--- src/rtl/mf8_pkg.sv ---
// Shared types and constants for the mf8 register-file write sequencer.
package mf8_pkg;

  typedef enum logic [1:0] {
    IDLE  = 2'd0,
    WR_LO = 2'd1,
    WR_HI = 2'd2
  } wr_state_e;

  // Z pointer pair; a pair write aimed at either half lands on both.
  localparam logic [4:0] REG_ZL = 5'd30;
  localparam logic [4:0] REG_ZH = 5'd31;

endpackage

--- src/rtl/mf8_reg_wr.sv ---
// Write-port sequencer for the mf8 32x8 register file (address one cycle ahead of write).
// Optional debug byte-write port enabled by defining MF8_DBG_PORT_EN.
module mf8_reg_wr
  import mf8_pkg::*;
(
  input  logic        Clk,
  input  logic        Reset,
  input  logic        Req,
  input  logic        Pair,
  input  logic [4:0]  Addr,
  input  logic [15:0] Data,
  output logic        Ready,
  input  logic [4:0]  Rd_Sel,
  input  logic        Dbg_Req,
  input  logic [4:0]  Dbg_Addr,
  input  logic [7:0]  Dbg_Data,
  output logic        Dbg_Ack,
  output logic [4:0]  Rf_Addr,
  output logic        Rf_Wr,
  output logic [7:0]  Rf_Data,
  output logic        Busy
);

  wr_state_e   state_p0;
  logic        cap_pair_p0;
  logic [4:0]  cap_addr_p0;
  logic [15:0] cap_data_p0;

  logic        last_wr;
  logic        ready_i;
  logic        core_acc;
  logic        dbg_acc;
  logic [4:0]  core_tgt;

  assign core_tgt = {Addr[4:1], Addr[0] & ~Pair};
  assign last_wr  = (state_p0 == WR_HI) || ((state_p0 == WR_LO) && !cap_pair_p0);
  assign ready_i  = (state_p0 == IDLE) || last_wr;
  assign core_acc = Req && ready_i;

`ifdef MF8_DBG_PORT_EN
  // Core request always wins a shared slot; debug waits for a free one.
  assign dbg_acc = Dbg_Req && ready_i && !Req;
`else
  logic dbg_unused;
  assign dbg_acc    = 1'b0;
  assign dbg_unused = ^{Dbg_Req, Dbg_Addr, Dbg_Data};
`endif

  // Address stage: next write target is presented while the current write completes.
  always_comb begin
    Rf_Addr = Rd_Sel;
    if (core_acc) begin
      Rf_Addr = core_tgt;
`ifdef MF8_DBG_PORT_EN
    end else if (dbg_acc) begin
      Rf_Addr = Dbg_Addr;
`endif
    end else if ((state_p0 == WR_LO) && cap_pair_p0) begin
      Rf_Addr = {cap_addr_p0[4:1], 1'b1};
    end
  end

  always_ff @(posedge Clk or negedge Reset) begin
    if (!Reset) begin
      state_p0    <= IDLE;
      cap_pair_p0 <= 1'b0;
      cap_addr_p0 <= 5'd0;
      cap_data_p0 <= 16'd0;
    end else begin
      if (core_acc) begin
        state_p0    <= WR_LO;
        cap_pair_p0 <= Pair;
        cap_addr_p0 <= core_tgt;
        cap_data_p0 <= Data;
`ifdef MF8_DBG_PORT_EN
      end else if (dbg_acc) begin
        state_p0    <= WR_LO;
        cap_pair_p0 <= 1'b0;
        cap_addr_p0 <= Dbg_Addr;
        cap_data_p0 <= {8'h00, Dbg_Data};
`endif
      end else if ((state_p0 == WR_LO) && cap_pair_p0) begin
        state_p0 <= WR_HI;
      end else begin
        state_p0 <= IDLE;
      end
    end
  end

  // Write stage: enable and data follow the registered state, so reset drops them at once.
  assign Rf_Wr   = (state_p0 != IDLE);
  assign Busy    = (state_p0 != IDLE);
  assign Ready   = ready_i;
  assign Rf_Data = (state_p0 == WR_HI) ? cap_data_p0[15:8] : cap_data_p0[7:0];
  assign Dbg_Ack = dbg_acc;

endmodule

--- config.mk ---
export PLATFORM = sky130hd
export DESIGN_NAME = mf8_reg_wr
export DESIGN_NICKNAME = d
export VERILOG_FILES = /design/src/rtl/mf8_pkg.sv /design/src/rtl/mf8_reg_wr.sv
export SDC_FILE = /design/constraint.sdc
export NUM_CORES = 1
export LEC_CHECK = 0
export BUFFER_PORTS_ARGS = -buffer_cell sky130_fd_sc_hd__buf_2
export CAP_MARGIN = 20
export CORE_MARGIN = 1.5
export CORE_UTILIZATION = 47
export CTS_CLUSTER_DIAMETER = 60
export DETAILED_ROUTE_END_ITERATION = 12
export MAX_ROUTING_LAYER = met4
export PLACE_DENSITY = 0.81
export SLEW_MARGIN = 40
export SYNTH_ARGS = -nofsm -noshare
export SYNTH_HDL_FRONTEND = slang
export SYNTH_SLANG_ARGS = --single-unit
--- constraint.sdc ---
create_clock -name Clk -period 2.1 [get_ports Clk]
set_input_delay 0.42 -clock Clk [delete_from_list [all_inputs] [get_ports Clk]]
set_output_delay 0.42 -clock Clk [all_outputs]
set_load 0.1 [all_outputs]
After elaboration in Yosys (flattened, before gate mapping)
Cells that the tools add are included.
- register bits after elaboration: 24
- input bits: 44
- word-level logic and storage cells: 21
- equality and inequality tests: 2
- muxes and demuxes: 5
- bitwise operators: 2
- reduce and logical (&&, ||, !) cells: 8
- operators with widths (operator ; number):
    $mux 5 ; 2
    $mux 8 ; 1
    $mux 2 ; 2
    $logic_and 1x1->1 ; 3
    $eq 2x1->1 const B ; 1
    $eq 2x2->1 const B ; 1
    $logic_not 2->1 ; 1
    $logic_or 1x1->1 ; 2
    $reduce_bool 2->1 ; 1
    $and 1x1->1 ; 1
    $logic_not 1->1 ; 1
    $not 1->1 ; 1

Depth between registers and ports, before layout
Gate-level depths: netlist (run 1).
- word-level depth: 6
- gate-level depth with buffers: 6
- mapped depth without buffers: 3

Worst setup path after synthesis (run 1)
Ideal clock, no wire load.
- kind: reg2out
- from: register state_p0[1]
- to: output Rf_Addr[0]
- arrival time: 2.672 ns
- slack: -0.992 ns
- cell stages (with the launch flop): 4
- buffers on the path: 0
- cell sequence: dfrtp_1 o21ai_4 a211oi_1 a21oi_1
- cells in the longest elaborated chain, start to end: 6
- elaborated cells between the ends (all ways): 10
- classes of those cells: eq/ne (2); mux (2); reduce/logical (6)
- RTL lines (element ; RTL line ; text):
    from (decl) ; mf8_reg_wr.sv:24 ; wr_state_e state_p0;
    from (signal assigned) ; mf8_reg_wr.sv:65 ; state_p0 <= IDLE;
    from (signal assigned) ; mf8_reg_wr.sv:71 ; state_p0 <= WR_LO;
    from (signal assigned) ; mf8_reg_wr.sv:83 ; state_p0 <= WR_HI;
    $eq 2x1->1 ; mf8_reg_wr.sv:36 ; assign last_wr = (state_p0 == WR_HI) || ((state_p0 == WR_LO) && !cap_pair_p0);
    $logic_and 1x1->1 ; mf8_reg_wr.sv:36 ;
    $logic_or 1x1->1 ; mf8_reg_wr.sv:36 ;
    $logic_or 1x1->1 * ; mf8_reg_wr.sv:37 ; assign ready_i = (state_p0 == IDLE) || last_wr;
    net Ready ; mf8_reg_wr.sv:12 ; output logic Ready,
    $logic_and 1x1->1 * ; mf8_reg_wr.sv:38 ; assign core_acc = Req && ready_i;
    $mux 5 * ; mf8_reg_wr.sv:52 ; if (core_acc) begin
    to (decl) ; mf8_reg_wr.sv:18 ; output logic [4:0] Rf_Addr,
Mark *: on every way through the listed nets, which the timed path passes. The rest lies on a longest branch.

Worst setup path after layout (run 1)
- from: register state_p0[0]
- to: output Rf_Addr[2]
- cells in the longest elaborated chain, start to end: 6
- elaborated cells between the ends (all ways): 10
- classes of those cells: eq/ne (2); mux (2); reduce/logical (6)
- RTL lines (element ; RTL line):
    $eq 2x1->1 ; mf8_reg_wr.sv:36, mf8_reg_wr.sv:58
    $logic_and 1x1->1 ; mf8_reg_wr.sv:36
    $logic_or 1x1->1 ; mf8_reg_wr.sv:36
    $logic_or 1x1->1 ; mf8_reg_wr.sv:37
    $logic_and 1x1->1 ; mf8_reg_wr.sv:38
    $mux 5 * ; mf8_reg_wr.sv:52
Every way passes the cells marked *; elsewhere a longest branch is shown, timed or not.

==> results.md, run 1 <==
- Outcome: complete, no violations
- GRT overflow: 0
- Inst Count DP: around 160
- HPWL Detailed: 1895 µm
- Worst path cell trace: o21ai_4 -> and2_4 -> a221oi_4 -> buf_12
- Area growth syn-to-layout: 41.08%
- # clock sinks: 23
- Synth Warn #: 0
- Port bufs: 45
- Pre-CTS WS: 0.1788 ns
- Max_slew headroom: 0.6593
- Sequential standard cell area: 578.1 µm²
- Ant. Diodes: 0
- Via/cell ratio: around 5.2
- Die Span Y: 54.24 µm
- Antenna violations before repair: 0
- Row cnt: 18
- Die ar.: slightly below 3000 µm²
- Die X: 54.24 µm
- Tmin final: 2.061 ns
- Arrival time worst endpoint: 1.64 ns
- Multi-input logic area: 638.1 µm²
- Starting density of the core: 0.4980
- Total wire length: roughly 2600 µm
- Pwr per Cell Area: 1107 nW/µm²
- Max Cap Violations: 0
- FMAX: roughly 490 MHz
- Power, Total: around 0.0019 W
- Number of CTS-inserted buffers: 3
- Cts-stage hold buffer count: 0
- Final hold violations: 0
- Cell area after synthesis: 1234 µm²
- Antenna Nets Post-Route: 0
- GRT Util Overall: 0.2102
- Vias in the first global route: 895
- Via count: 880
- CTS tree: yes
- Max incr delay on CP: just under 0.5 ns
- Placement Cell Area: approximately 1600 µm²
- First-pass GRT wire length: 4119 µm
- Largest net degree at the start of global routing: 24
- Layout cell share with drive strength beyond 1: 0.7391
- Startpoint Class: flop
- Peak VDD IR: about 0.00083 V
- Hold Path Class: in2async
- Worst-Skew Late Latency: 0.32 ns
- Fillers: 173
- Max clock buf depth: 2
- Worst-margin pin slew: 0.5110 ns
- Final Slew Violations: 0
- Slowest library cell on the worst path: dfrtp_2
- H-tree depth: 1
- Non-filler instance count after layout: between 150 and 200
- Wirelength per Cell: 15.76 µm
- Synthesized flop and latch total: 23
- Worst Path Max Fanout: 7
- First drt pass iteration count: 3
- IO Count: 61
- Syn Inst Count: 86
- Clk pin slew, worst setup/hold paths: 0.13 ns
- Leakage: 0.8222 nW
- Setup ws final: 0.03939 ns
- Clock tree root buffer cell: clkbuf_4
- Placer Congestion: roughly 0.76
- Final net count: 183
- Starting DRT DRC Count: 5
- Layout Skew: 0.008662 ns
- Total core area: 2477 µm²
- Synth Area per Inst: roughly 14 µm²
- Commonest non-fill, non-tap cell in the layout: buf_2
- Synth Net Count: 130
- Post-synth cell types: 20
- Final-report setup violation count: 0
- Crit Path Class: reg2out
- Final instance area: 1740 µm²
- Most frequent cells in the layout: 32 x buf_2, 21 x dfrtp_1, 15 x mux2_2
- # DRC: 0
- Period utilization: 0.9812
- RSZ-0062 raised after global routing: true
- WP data required: roughly 1.7 ns
- Register area share after synthesis: 0.4665
- Critical Path End Type: output pin
-- repair_timing --
action                                  CTS  global route
pin swaps                                 1             4
resized for setup                        25             4
buffers inserted                          4             1
endpoints found under the setup margin   12            12
endpoints found under the hold margin     0             0
-- per-layer routing --
layer	global-route usage	part of all wire	wire length [µm]	up-vias
met2	0.3795	0.54	1427	29
li1	-	-	-	407
met3	0.04098	0.049	129	4
met4	0.05000	0.0060	16	0
met1	0.2389	0.41	1074	440
met5	-	0	0	-
-- critical path: cells and delay by family (launching register included) --
family	cells	cell delay, ns
buffers and inverters	1	0.21
AOI/OAI and AO/OA	2	0.41
DFF	1	0.49
and+or+nand+nor	1	0.20
-- worst paths after layout --
kind | from | endpoint | slack [ns] | cells past startpoint
max in group asynchronous | Reset | state_p0[1] | 1.67 | 1
setup / recovery | state_p0[0] | Rf_Addr[2] | 0.04 | 4
hold / removal | Reset | cap_data_p0[7] | 0.05 | 1
hold reg to reg | cap_data_p0[1] | cap_data_p0[1] | 0.52 | 1
setup reg to reg | state_p0[1] | cap_data_p0[4] | 0.23 | 5
min in group Clk | Data[1] | cap_data_p0[1] | 0.32 | 2
-- flip-flops by register name, summed over array words and instances, names as in the netlist --
| register | cells |
|---|---|
| cap_data_p0 | 16 |
| cap_pair_p0 | 1 |
| state_p0 | 2 |
| cap_addr_p0 | 4 |
-- area by class of cell --
cell class | count | share of cell area
Clock buffer | 3 | 0.01294
Clock inverter | 1 | 0.002876
Inverter | 5 | 0.01078
Multi-Input combinational cell | 52 | 0.3666
Sequential cell | 23 | 0.3321
Tap cell | 30 | 0.02157
Timing Repair Buffer | 54 | 0.2531
-- stage by stage --
stage                     setup TNS, ns  hold WS [ns]  utilization
after floorplan                  -1.963        0.1244            -
after global placement                0        0.4109       0.6379
after detailed placement              0        0.4132       0.6379
after CTS                             0       0.06213       0.6934
after global routing           -0.07974       0.06993       0.7025
final                                 0       0.05119       0.7025
-- Yosys cell counts, drive strengths merged --
library cell | n | area (µm²)
a21oi | 1 | 5.000
and3b | 1 | 8.760
conb | 1 | 3.750
nor2 | 5 | 21.27
dfrtp | 23 | 575.6
or2 | 1 | 6.260
a221oi | 4 | 60.06
buf | 6 | 77.57
o22ai | 4 | 25.02
nand2b | 2 | 12.51
and2 | 1 | 8.760
a21o | 1 | 7.510
a211oi | 1 | 7.510
inv | 5 | 18.77
mux2 | 29 | 379.1
o21ai | 1 | 16.27
-- cells by family (layout without fill, tap and decap cells) --
logic type | after synthesis | in the layout | synth area share
compound gates | 12 | 12 | 0.09838
buf+inv | 11 | 63 | 0.07809
flops | 23 | 23 | 0.4665
mux | 29 | 29 | 0.3073
other cells | 1 | 1 | 0.003040
simple gates | 10 | 10 | 0.04666
-- where the power goes --
group | internal (W) | leakage (nW) | switching [W]
logic | 0.000408 | 0.537 | 0.000723
clock network | 0.0000713 | 0.0177 | 0.000135
registers | 0.000529 | 0.268 | 0.0000612
Note: power is estimated with default switching activity, not from simulation.
==> run 2, diff against run 1 <==
--- a/config.mk
+++ b/config.mk
@@ -5,14 +5,17 @@
 export SDC_FILE = /design/constraint.sdc
 export NUM_CORES = 1
 export LEC_CHECK = 0
+export ABC_AREA = 1
 export BUFFER_PORTS_ARGS = -buffer_cell sky130_fd_sc_hd__buf_2
 export CAP_MARGIN = 20
+export CELL_PAD_IN_SITES_DETAIL_PLACEMENT = 1
+export CELL_PAD_IN_SITES_GLOBAL_PLACEMENT = 2
 export CORE_MARGIN = 1.5
-export CORE_UTILIZATION = 47
+export CORE_UTILIZATION = 24
 export CTS_CLUSTER_DIAMETER = 60
 export DETAILED_ROUTE_END_ITERATION = 12
 export MAX_ROUTING_LAYER = met4
-export PLACE_DENSITY = 0.81
+export PLACE_DENSITY = 0.8
 export SLEW_MARGIN = 40
 export SYNTH_ARGS = -nofsm -noshare
 export SYNTH_HDL_FRONTEND = slang
==> run 2 against run 1 <==
Compared with the run above: critical endpoint is now Rf_Addr[0]; setup slack better by 0.063 ns; non-clock buffer count is 1 lower; register-to-register slack better by 0.49 ns; power is 6.2% lower; maximum frequency grew 3.2%; largest cell class is now registers; clock power increased by 35%; clock skew shrank 0.0059 ns; hold slack gained 0.059 ns; utilization shrank 33 points.
==> results.md, run 2 <==
- Largest register FFs: 16 (unchanged)
- Max_slew headroom: 0.6636 (+0.004304)
- Largest net degree at the start of global routing: 24 (unchanged)
- Cell area after synthesis: 1174 µm² (-4.9%)
- Die ar.: 5319 µm² (+81%)
- # DRC: 0 (unchanged)
- Fin util: 0.3690 (-0.3335)
- Max incr delay on CP: 0.48 ns (about the same)
- Max clock buf depth: 2 (unchanged)
- Startpoint Class: flop
- Worst-Skew Late Latency: 0.27 ns (-0.05 ns)
- GRT Util Overall: 0.1342 (-0.07606)
- Post-synth EDFFs: 0 (unchanged)
- Total core area: 4723 µm² (+91%)
- Worst Path Max Fanout: 7 (unchanged)
- Dominant cells by area after synthesis: dfrtp_1 49%, nand2_1 25%, nand3_1 13%
- Via/cell ratio: 4.170 (-20%)
- Most flop-heavy register: cap_data_p0
- Synth Warn #: 0 (unchanged)
- Final net count: 249 (+36%)
- R2r setup slk: 0.72 ns (+0.49 ns)
- Leakage: 0.9665 nW (+18%)
- Post-synth cell types: 14 (-30%)
- Area growth syn-to-layout: 48.51%
- RSZ-0062 raised after global routing: false
- Die X: 72.93 µm (+34%)
- Most Crowded Layer GR: met2
- Worst-margin pin slew: 0.5046 ns (-0.006456 ns)
- Synth Area per Inst: 7.523 µm² (-48%)
- Met2 Use GR: 0.2069 (-0.1726)
- Commonest non-fill, non-tap cell in the layout: nand2_1
- Via count: 1130 (+28%)
- Top flop regs: cap_data_p0 (16), cap_addr_p0 (4), state_p0 (2)
- First drt pass iteration count: 4 (+1)
- Row cnt: 25 (+7)
- Max Cap Violations: 0 (unchanged)
- Wirelength per Cell: 11.48 µm (-27%)
- Ant. Diodes: 0 (unchanged)
- H-tree depth: 1 (unchanged)
- Die Span Y: 72.93 µm (+34%)
- CTS tree: yes
- Post-route setup TNS: 0 ns (unchanged)
- Layout Skew: 0.002714 ns (-0.005947 ns)
- Crit path buffers/inverters: 2 (+1)
- Total wire length: 3110 µm (+17%)
- Slowest library cell on the worst path: dfrtp_1
- Post-synth ARST share: 1.000 (unchanged)
- Crit Reg-Reg Startpoint: cap_pair_p0
- HPWL Detailed: 2334 µm (+23%)
- Syn Inst Count: 156 (+81%)
- Pwr per Cell Area: 1037 nW/µm² (-6.4%)
- Number of CTS-inserted buffers: 3 (unchanged)
- R2r endpoint: cap_pair_p0
- Register area share after synthesis: 0.4904 (+0.02387)
- Synthesized flop and latch total: 23 (unchanged)
- Met1 Usage GRT: 0.1739 (-0.06495)
- Starting DRT DRC Count: 29 (+24)
- Antenna Nets Post-Route: 0 (unchanged)
- First-pass GRT wire length: 5216 µm (+27%)
- WP data required: 1.68 ns (about the same)
- Post-synth top area share: 0.4904 (+0.02387)
- CP top delay family: flip-flops
- Post-synth top area cell: dfrtp_1
- Port bufs: 45 (unchanged)
- Starting density of the core: 0.2485 (-0.2495)
- Most instantiated library cell after synthesis: nand2_1
- Vias in the first global route: 1146 (+28%)
- Arrival time worst endpoint: 1.58 ns (-0.06 ns)
- Clock tree root buffer cell: clkbuf_8
- Placer Congestion: 0.6758 (-12%)
- Tmin final: 1.997 ns (-0.06317 ns)
- Final Slew Violations: 0 (unchanged)
- Hold Path Class: in2async
- Peak VDD IR: 0.0004090 V (-51%)
- GRT overflow: 0 (unchanged)
- Final-report setup violation count: 0 (unchanged)
- Power, Total: 0.001807 W (-6.2%)
- Crit Path Class: reg2out
- IO Count: 61 (unchanged)
- Layout cell share with drive strength beyond 1: 0.3137 (-0.4254)
- Worst path cell trace: o21ai_4 -> buf_4 -> nand3_1 -> nand2_2 -> buf_12
- Synth Flop Type: dfrtp_1
- Outcome: complete, no violations
- # clock sinks: 23 (unchanged)
- Most frequent cells in the layout: 76 x nand2_1, 31 x nand3_1, 31 x buf_2
- Antenna violations before repair: 0 (unchanged)
- FF-to-FF path depth: 5 (unchanged)
- Commonest cells in the netlist: 79 x nand2_1, 31 x nand3_1, 23 x dfrtp_1
- Period utilization: 0.9512 (-0.03008)
- Final hold violations: 0 (unchanged)
- Synth Net Count: 200 (+54%)
- FMAX: 500.6 MHz (+3.2%)
- Clk pin slew, worst setup/hold paths: 0.08 ns (-0.05 ns)
- Critical Path End Type: output pin
- Met3 GRT Util: 0.01519 (-0.02579)
## run 2: worst max path at each step
stage	end	startpoint	slack [ns]	cells after the start
2_1_floorplan	Rf_Addr[3]	cap_pair_p0	0.07	4
3_3_place_gp	Rf_Addr[3]	cap_pair_p0	0.40	5
3_5_place_dp	Rf_Addr[1]	cap_pair_p0	0.39	5
4_1_cts	Rf_Addr[1]	cap_pair_p0	0.09	5
5_1_grt	Rf_Addr[3]	state_p0[1]	0.01	7
6_report	Rf_Addr[0]	cap_pair_p0	0.10	5
## run 2: kinds of logic after synthesis
kind of cell / share of synthesized area
flops: 0.4904
compound gates: 0.01386
simple gates: 0.4190
other cells: 0.003195
buf+inv: 0.07355
## run 2: per-layer routing
| layer | wire [µm] | share of wire |
|---|---|---|
| met1 | 1479 | 0.48 |
| met2 | 1435 | 0.46 |
| met3 | 121 | 0.039 |
| met4 | 73 | 0.023 |
| met5 | 0 | 0 |
## run 2: repair_timing
item                                    4_1_cts  5_1_grt
resized for setup                             0        1
endpoints found under the setup margin        0        2
hold buffers                                  0        0
buffers inserted                              0        2
## run 2: per-stage QoR
step	instance area [µm²]	worst slack, ns	hold slack (ns)	instances
final	1743	0.1026	0.1103	271
after global routing	1743	0.01120	0.1579	271
after CTS	1725	0.09030	0.1286	269
after detailed placement	1679	0.3929	0.4236	265
after global placement	1679	0.4014	0.4291	265
after floorplan	1181	0.06975	0.1244	156
## run 2: final cells by class
| cell class | count | area, µm² |
|---|---|---|
| multi-input combinational | 118 | 519.2 |
| fill | 577 | 2980 |
| tap | 67 | 83.83 |
| sequential | 23 | 575.6 |
| timing repair buffer | 53 | 495.5 |
| inverter | 6 | 22.52 |
| clock inverter | 1 | 5.005 |
| clock buffer | 3 | 41.29 |
## run 2: power by group
| part | internal (W) | leakage, nW | switching (W) |
|---|---|---|---|
| clock | 0.000133 | 0.0255 | 0.000146 |
| combinational | 0.000310 | 0.659 | 0.000653 |
| sequential | 0.000517 | 0.283 | 0.0000491 |
==> run 3, diff against run 2 <==
--- a/config.mk
+++ b/config.mk
@@ -11,11 +11,12 @@
 export CELL_PAD_IN_SITES_DETAIL_PLACEMENT = 1
 export CELL_PAD_IN_SITES_GLOBAL_PLACEMENT = 2
 export CORE_MARGIN = 1.5
-export CORE_UTILIZATION = 24
+export CORE_UTILIZATION = 26
+export CTS_BUF_LIST = sky130_fd_sc_hd__clkbuf_4 sky130_fd_sc_hd__clkbuf_8
 export CTS_CLUSTER_DIAMETER = 60
 export DETAILED_ROUTE_END_ITERATION = 12
 export MAX_ROUTING_LAYER = met4
-export PLACE_DENSITY = 0.8
+export PLACE_DENSITY = 0.86
 export SLEW_MARGIN = 40
 export SYNTH_ARGS = -nofsm -noshare
 export SYNTH_HDL_FRONTEND = slang
==> run 3 against run 2 <==
Compared with the run above: sequential cell count stayed put; sequential power up 1%; critical path depth stayed put; clock skew grew 0.0011 ns; final cell count decreased by 6.3%; hold slack improved by 0.022 ns; combinational power barely moved; final area fell by 1.4%; utilization rose by 2.6 points; highest routed layer unchanged; clock-buffer cell count rose by 1.
==> results.md, run 3 (synthesized netlist as in run 2, its figures left out) <==
- Outcome: complete, no violations
- Pre-CTS WS: 0.2777 ns (-0.1152 ns)
- Layout cell share with drive strength beyond 1: 0.3168 (+0.003106)
- Starting density of the core: 0.2695 (+0.02106)
- Slowest library cell on the worst path: dfrtp_1
- GRT Util Overall: 0.1463 (+0.01214)
- WP data required: 1.68 ns (about the same)
- CP startpoint: cap_pair_p0
- Row cnt: 24 (-4.0%)
- Fin util: 0.3945 (+0.02553)
- Final hold violations: 0 (unchanged)
- Startpoint Class: flop
- Via count: 1162 (+2.8%)
- First-pass GRT wire length: 5651 µm (+8.3%)
- Most frequent cells in the layout: 76 x nand2_1, 31 x buf_2, 30 x nand3_1
- CTS tree: yes
- Largest register FFs: 16 (unchanged)
- Total core area: 4354 µm² (-7.8%)
- Antenna Nets Post-Route: 0 (unchanged)
- Top flop regs: cap_data_p0 (16), cap_addr_p0 (4), state_p0 (2)
- Most flop-heavy register: cap_data_p0
- HPWL Detailed: 2506 µm (+7.3%)
- Peak VDD IR: 0.0006024 V (+47%)
- Arrival time worst endpoint: 1.62 ns (+0.04 ns)
- Hold Path Class: in2async
- Die Span Y: 70.19 µm (-3.8%)
- Max clock buf depth: 2 (unchanged)
- Setup ws final: 0.06094 ns (-0.04162 ns)
- Critical Path End Type: output pin
- Leakage: 0.9579 nW (-0.90%)
- RSZ-0062 raised after global routing: true
- Tmin final: 2.039 ns (+0.04162 ns)
- # clock sinks: 23 (unchanged)
- Final net count: 247 (-0.80%)
- Period utilization: 0.9710 (+0.01982)
- Antenna violations before repair: 0 (unchanged)
- Worst path cell trace: o21ai_4 -> buf_4 -> nand3_1 -> nand2_1 -> buf_12
- Post-route setup TNS: 0 ns (unchanged)
- Crit path buffers/inverters: 2 (unchanged)
- Die ar.: 4926 µm² (-7.4%)
- Clk pin slew, worst setup/hold paths: 0.08 ns (about the same)
- Max Cap Violations: 0 (unchanged)
- Pwr per Cell Area: 1057 nW/µm² (+1.9%)
- Crit Reg-Reg Startpoint: cap_pair_p0
- Clock tree root buffer cell: clkbuf_8
- Layout Skew: 0.003783 ns (+0.001069 ns)
- Commonest non-fill, non-tap cell in the layout: nand2_1
- First drt pass iteration count: 3 (-1)
- Max incr delay on CP: 0.49 ns (about the same)
- Largest net degree at the start of global routing: 24 (unchanged)
- Starting DRT DRC Count: 52 (+79%)
- Via/cell ratio: 4.575 (+9.7%)
- IO Count: 61 (unchanged)
- GRT overflow: 0 (unchanged)
- FMAX: 490.4 MHz (-2.0%)
- Final-report setup violation count: 0 (unchanged)
- Die X: 70.19 µm (-3.8%)
- Final Slew Violations: 0 (unchanged)
- Total wire length: 3238 µm (+4.1%)
- Wirelength per Cell: 12.75 µm (+11%)
- Port bufs: 45 (unchanged)
- CP top delay family: flip-flops
- H-tree depth: 1 (unchanged)
- Placer Congestion: 0.7431 (+10%)
- R2r setup slk: 0.70 ns (-0.02 ns)
- Placement Cell Area: 1653 µm² (-1.6%)
- Max_slew headroom: 0.6494 (-0.01421)
- # DRC: 0 (unchanged)
- Worst Path Max Fanout: 7 (unchanged)
- Worst-Skew Late Latency: 0.26 ns (about the same)
- Crit Path Class: reg2out
- Ant. Diodes: 0 (unchanged)
- Final instance area: 1718 µm² (-1.4%)
- Vias in the first global route: 1255 (+9.5%)
- Area growth syn-to-layout: 46.38%
- Worst-margin pin slew: 0.5259 ns (+0.02132 ns)
- Number of CTS-inserted buffers: 3 (unchanged)
run 3: through the flow:
| step | std cells | power [W] | hold slack, ns |
|---|---|---|---|
| CTS | 253 | 0.001832 | 0.1457 |
| detailed placement | 249 | 0.001548 | 0.4297 |
| finish | 254 | 0.001815 | 0.1321 |
| global placement | 249 | 0.001530 | 0.4304 |
| floorplan | 156 | 0.001203 | 0.1244 |
| global route | 254 | 0.001904 | 0.1535 |
run 3: cell type report:
cell class / count / area (µm²)
clock buffer: 4 / 48.80
fill: 522 / 2636
multi-input combinational: 118 / 524.3
tap: 52 / 65.06
inverter: 6 / 22.52
sequential: 23 / 576.8
timing repair buffer: 51 / 480.5
run 3: worst paths after layout:
| kind | cells past startpoint | endpoint |
|---|---|---|
| max | 5 | Rf_Addr[4] |
| min | 1 | cap_addr_p0[1] |
| max reg2reg | 5 | cap_data_p0[11] |
| min reg2reg | 2 | cap_data_p0[10] |
| max in group asynchronous | 1 | state_p0[0] |
| min in group Clk | 3 | cap_data_p0[1] |
run 3: per-layer routing:
layer,GRT usage,vias to the layer above,wire [µm],part of all wire
met5,-,-,0,0
met4,0.05128,0,34,0.011
li1,-,587,-,-
met2,0.2529,23,1683,0.52
met1,0.1784,550,1408,0.43
met3,0.01443,2,112,0.035
run 3: power breakdown:
group          internal, W  switching (W)
clock             0.000148       0.000132
sequential        0.000517      0.0000551
combinational     0.000305       0.000658
run 3: repair_timing:
| action | CTS | global route |
|---|---|---|
| pin swaps | 0 | 1 |
| setup buffers | 0 | 1 |
| endpoints found under the setup margin | 1 | 7 |
| resized for setup | 1 | 2 |
| hold buffers | 0 | 0 |
